## config.mk

```make
export PLATFORM = sky130hd
export DESIGN_NAME = cdb_arbiter
export DESIGN_NICKNAME = d
export VERILOG_FILES = /design/src/rtl/cdb_pkg.sv /design/src/rtl/cdb_result_fifo.sv /design/src/rtl/cdb_arbiter.sv
export SDC_FILE = /design/constraint.sdc
export NUM_CORES = 1
export LEC_CHECK = 0
export CORE_MARGIN = 3
export CORE_UTILIZATION = 57
export DETAILED_ROUTE_END_ITERATION = 12
export GPL_TIMING_DRIVEN = 0
export HOLD_SLACK_MARGIN = 0.02
export PLACE_DENSITY = 0.84
export SETUP_SLACK_MARGIN = 0.15
export SLEW_MARGIN = 40
export SYNTH_ARGS = -nofsm -noshare
export SYNTH_HDL_FRONTEND = slang
export SYNTH_SLANG_ARGS = --single-unit
```

## constraint.sdc

```tcl
create_clock -name clk -period 5.9 [get_ports clk]
set_clock_uncertainty 0.15 [all_clocks]
set_input_delay 1.475 -clock clk [delete_from_list [all_inputs] [get_ports clk]]
set_output_delay 1.475 -clock clk [all_outputs]
set_load 0.03 [all_outputs]
```

## src/rtl/cdb_pkg.sv

```systemverilog
// Shared types for the common-data-bus result path: widths, source identity and
// the buffered result entry.
package cdb_pkg;

  localparam int TAG_W  = 3;
  localparam int DATA_W = 32;

  typedef enum logic {
    SRC_ADD = 1'b0,
    SRC_MUL = 1'b1
  } src_e;

  typedef struct packed {
    logic [TAG_W-1:0]  tag;
    logic [DATA_W-1:0] value;
  } result_t;

endpackage

```

## src/rtl/cdb_result_fifo.sv

```systemverilog
// Per-source result buffer: DEPTH-entry circular FIFO with registered-count ready.
module cdb_result_fifo
  import cdb_pkg::*;
#(
  parameter int DEPTH = 2
) (
  input  logic    clk,
  input  logic    rst,
  input  logic    push,
  input  result_t push_data,
  input  logic    pop,
  output result_t pop_data,
  output logic    ready,
  output logic    not_empty
);

  localparam int PTR_W = $clog2(DEPTH);
  localparam int CNT_W = $clog2(DEPTH + 1);
  localparam logic [CNT_W-1:0] FULL_CNT = CNT_W'(DEPTH);
  localparam logic [PTR_W-1:0] LAST_IDX = PTR_W'(DEPTH - 1);

  result_t          mem [DEPTH];
  logic [PTR_W-1:0] rd_ptr;
  logic [PTR_W-1:0] wr_ptr;
  logic [CNT_W-1:0] count;
  logic             do_wr;
  logic             do_rd;

  // Ready comes from the registered count only, so a same-cycle pop never frees a slot early.
  assign ready     = (count < FULL_CNT);
  assign not_empty = (count != '0);
  assign do_wr     = push && ready;
  assign do_rd     = pop && not_empty;
  assign pop_data  = mem[rd_ptr];

  always_ff @(posedge clk) begin
    if (rst) begin
      rd_ptr <= '0;
      wr_ptr <= '0;
      count  <= '0;
    end else begin
      if (do_wr) wr_ptr <= (wr_ptr == LAST_IDX) ? '0 : wr_ptr + 1'b1;
      if (do_rd) rd_ptr <= (rd_ptr == LAST_IDX) ? '0 : rd_ptr + 1'b1;
      unique case ({do_wr, do_rd})
        2'b10:   count <= count + 1'b1;
        2'b01:   count <= count - 1'b1;
        default: count <= count;
      endcase
    end
  end

  // NOTE: storage is not reset; an entry is only read after its write, and the count gates validity.
  always_ff @(posedge clk) begin
    if (do_wr) mem[wr_ptr] <= push_data;
  end

endmodule

```

## src/rtl/cdb_arbiter.sv

```systemverilog
// Common data bus arbiter: buffers adder/multiplier results and broadcasts one per
// cycle with a round-robin pointer between the two sources.
module cdb_arbiter
  import cdb_pkg::*;
#(
  parameter int FIFO_DEPTH = 2
) (
  input  logic              clk,
  input  logic              rst,
  input  logic              add_result_valid,
  input  logic [TAG_W-1:0]  add_result_tag,
  input  logic [DATA_W-1:0] add_result_value,
  output logic              add_result_ready,
  input  logic              mul_result_valid,
  input  logic [TAG_W-1:0]  mul_result_tag,
  input  logic [DATA_W-1:0] mul_result_value,
  output logic              mul_result_ready,
  output logic              bus_valid_output,
  output logic [TAG_W-1:0]  broadcasted_tag,
  output logic [DATA_W-1:0] broadcasted_value,
  output logic              tag_error
);

  result_t add_in, mul_in, add_head, mul_head, grant_data;
  logic    add_push, mul_push, add_ne, mul_ne;
  logic    grant_valid, pop_add, pop_mul;
  src_e    prio, winner;

  assign add_in   = '{tag: add_result_tag, value: add_result_value};
  assign mul_in   = '{tag: mul_result_tag, value: mul_result_value};
  assign add_push = add_result_valid && add_result_ready;
  assign mul_push = mul_result_valid && mul_result_ready;

  cdb_result_fifo #(.DEPTH(FIFO_DEPTH)) u_add_fifo (
    .clk       (clk),
    .rst       (rst),
    .push      (add_push),
    .push_data (add_in),
    .pop       (pop_add),
    .pop_data  (add_head),
    .ready     (add_result_ready),
    .not_empty (add_ne)
  );

  cdb_result_fifo #(.DEPTH(FIFO_DEPTH)) u_mul_fifo (
    .clk       (clk),
    .rst       (rst),
    .push      (mul_push),
    .push_data (mul_in),
    .pop       (pop_mul),
    .pop_data  (mul_head),
    .ready     (mul_result_ready),
    .not_empty (mul_ne)
  );

  // NOTE: combinational logic uses blocking assignments with every output defaulted first, so no latch is inferred.
  always_comb begin
    grant_valid = add_ne || mul_ne;
    winner      = SRC_ADD;
    if (add_ne && mul_ne) winner = prio;
    else if (mul_ne)      winner = SRC_MUL;
    pop_add    = grant_valid && (winner == SRC_ADD);
    pop_mul    = grant_valid && (winner == SRC_MUL);
    grant_data = (winner == SRC_MUL) ? mul_head : add_head;
  end

  always_ff @(posedge clk) begin
    if (rst) begin
      prio              <= SRC_ADD;
      bus_valid_output  <= 1'b0;
      broadcasted_tag   <= '0;
      broadcasted_value <= '0;
      tag_error         <= 1'b0;
    end else begin
      bus_valid_output <= grant_valid;
      if (grant_valid) begin
        broadcasted_tag   <= grant_data.tag;
        broadcasted_value <= grant_data.value;
        prio              <= (winner == SRC_ADD) ? SRC_MUL : SRC_ADD;
      end
      // Mis-tagged results are still forwarded; the flag only records that it happened.
      if ((add_push && add_result_tag[TAG_W-1]) || (mul_push && !mul_result_tag[TAG_W-1]))
        tag_error <= 1'b1;
    end
  end

endmodule

```

==> out/metrics.yaml <==
cts:
  clk_latency_ns: 0.43
  post_cts_resized: 0
  cts_tree: "done"
  root_buffer: "clkbuf_16"
  cts_sinks: 188
  cts_hold_buf: 0
  clockBufferDepth: 2
  clk_pin_slew_ns: 0.06
  post-cts-setup-buffers: 0
  h-tree-depth: 4
  cts_buffers: 17
cells_and_area:
  final_cell_mix: "edfxtp_1, clkdlybuf4s50_1, dfxtp_1, nor2_1, nor2b_1"
  fin_area_um2: 8947
  layout_commonest_cell: "edfxtp_1"
  fin_cells: 729
  syn2layout_area_growth_pct: 27.54
  insertedDiodeCount: 0
  drive_above_1_share_pct: 9.898
  nets: 649
setup_path:
  crit_chain: "inv_1, clkdlybuf4s50_1"
  cp.arrival_ns: 1.63
  reg2reg_depth: 8
  crit_family: "buffers and inverters"
  r2r_end: "u_mul_fifo.count[1]"
  cp_num_buf_inv: 2
  path_max_fanout: 7
  r2r-start: "u_add_fifo.count[1]"
  critical_path.endpoint_type: "output port"
  ff2ff_setup_slack_ns: 3.55
  max_stage_delay_ns: 0.60
  path_class: "reg2out"
  worst_path_max_delay_cell: "clkdlybuf4s50_1"
  critical_path_required_ns: 4.28
  cp-start-kind: "flop"
sta:
  finalMaxSlewViolations: 0
  hold_violations: 0
  min_period_ns: 3.257
  rsz0062_at_grt: "no"
  post-route-period-util_pct: 55.20
  whs_ns: 0.3292
  setup_viol: 0
  max_freq_mhz: 307.0
  relSlewSlack_pct: 59.05
  worst_pin_slew_ns: 0.6143
  finalSetupTns_ns: 0
power_and_ir_drop:
  power_mw: 4.811
  leakagePower_nw: 2.987
  vdd_drop_max_uv: 359.8
  p_per_area_nw_per_um2: 537.7
placement:
  dp_hpwl_mm: 10.46
  gp_congestion: 0.7683
  portBuffers: 111
  post_dp_cell_area_um2: 8413
  placedCellCount: 697
floorplanning:
  die_area_um2: 13680
  fp.dieH_um: 116.9
  fp.coreArea_um2: 11710
  ios: 113
  rows: 39
  die_x_um: 116.9
  start_util_pct: 59.90
synthesis:
  netlist.area_leader.share_pct: 59.93
  syn_inst: 439
  yosysSeqAreaShare_pct: 73.62
  synth_edf_count: 140
  synth_area_um2: 7015
  ys_types: 30
  async_flop_share_pct: 0
  syn-mean-instance-area_um2: 15.98
  ys_ff_latch: 188
  synth-main-ff-cell: "edfxtp_1"
  ys_warn_count: 0
  netlist_top_cells_area: "edfxtp_1, dfxtp_1, mux2i_1"
  synth_largest_area_cell: "edfxtp_1"
  syn_nets: 515
hold_path:
  min_to: "tag_error"
  hold-path-cell-count: 2
  holdCritPathClass: "reg2reg"
  hp-start: "tag_error"
global_routing:
  grt_pass1_vias: 4494
  grt_pass1_wl_mm: 23.81
  antenna_found_initial: 0
  grtUsageTotal_pct: 23.62
  grt_start_max_net_pins: 36
  overflow: 0
drt:
  drt_wl_total_mm: 15.62
  viasPerCell: 5.912
  drt_iter0_drc: 330
  routedWlPerCell_um: 21.42
  vias: 4310
  ant_nets: 0
  first_pass_iters: 4
  drc_errors: 0
outcome:
  status: "complete, no violations"
job:
  maxCapViolations: 0
==> cells by family (layout without fill, tap and decap cells) <==
group	after synthesis	count (layout)	share of synthesized area [%]
buf+inv	34	181	2.693
flops	188	188	73.62
mux	35	35	4.994
fa+ha+maj	2	2	0.3566
simple gates	95	95	6.902
compound gates	77	77	10.43
xor+xnor	8	8	0.9988
==> registers in the layout, indices dropped and copies added, names as in the netlist, named ones only <==
signal             flops
u_mul_fifo.mem        70
u_add_fifo.mem        70
bus_valid_output       1
u_add_fifo.count       2
u_mul_fifo.wr_ptr      1
tag_error              1
u_add_fifo.rd_ptr      1
u_add_fifo.wr_ptr      1
broadcasted_tag        3
u_mul_fifo.rd_ptr      1
u_mul_fifo.count       2
prio                   1
broadcasted_value     32
==> per-stage QoR <==
stage          worst slack (ns)  utilization [%]
4_1_cts                   2.624            76.40
3_3_place_gp             0.6688            70.92
5_1_grt                   2.588            76.40
2_1_floorplan             2.049                -
6_report                  2.643            76.40
3_5_place_dp              2.427            71.84
==> power by group <==
part           switching, mW  internal, mW  total (mW)
combinational           1.15         0.743        1.89
clock                  0.439         0.595        1.03
sequential             0.140          1.75        1.89
total                   1.72          3.09        4.81
==> how the worst max path moves through the flow <==
stage                         from              endpoint  slack, ns  cells after the start
3_3_place_gp      mul_result_valid  u_mul_fifo.mem[0][6]       0.67                      3
4_1_cts        u_add_fifo.count[1]      add_result_ready       2.62                      2
5_1_grt        u_add_fifo.count[1]      add_result_ready       2.59                      2
6_report       u_add_fifo.count[1]      add_result_ready       2.64                      2
2_1_floorplan     add_result_valid  u_add_fifo.mem[0][0]       2.05                      3
3_5_place_dp      mul_result_valid  u_mul_fifo.mem[0][7]       2.43                      5
==> cells in the mapped netlist (2+ instances only) <==
| cell type | instances |
|---|---|
| edfxtp_1 | 140 |
| dfxtp_1 | 48 |
| nor2_1 | 48 |
| nor2b_1 | 36 |
| mux2i_1 | 35 |
| a2111oi_1 | 33 |
| a2111oi_0 | 31 |
| clkbuf_1 | 13 |
| buf_2 | 7 |
| a2111oi_2 | 6 |
| buf_6 | 6 |
| xnor2_1 | 5 |
| a21oi_1 | 3 |
| clkbuf_2 | 3 |
| inv_1 | 3 |
| xor2_1 | 3 |
| ha_1 | 2 |
| nand2b_1 | 2 |
| nor3_1 | 2 |
| o21ai_0 | 2 |
| or3_1 | 2 |
==> area by class of cell <==
| cell class | instances | area [um^2] |
|---|---|---|
| clock buffer | 30 | 524.3 |
| clock inverter | 2 | 10.01 |
| fill | 714 | 2764 |
| buffer | 31 | 177.7 |
| sequential | 188 | 5165 |
| multi-input combinational | 217 | 1684 |
| inverter | 3 | 11.26 |
| tap | 143 | 178.9 |
| timing repair buffer | 115 | 1196 |
==> worst register-to-register path, stage by stage, from the launching register on <==
cell and delay (ns):
dfxtp_1 0.52, nor2_2 0.11, o21a_1 0.19, buf_6 0.15, buf_6 0.16, buf_6 0.15
ha_1 0.34, or3_1 0.37, a21oi_1 0.15
==> per-layer routing <==
layer	GRT usage (%)	routed length (um)	vias to the layer above
met5	0	0	-
met4	10.02	365	0
met3	5.141	909	31
met2	39.59	7960	148
met1	29.94	6383	2145
li1	-	-	1986
(Power assumes the default switching activity.)
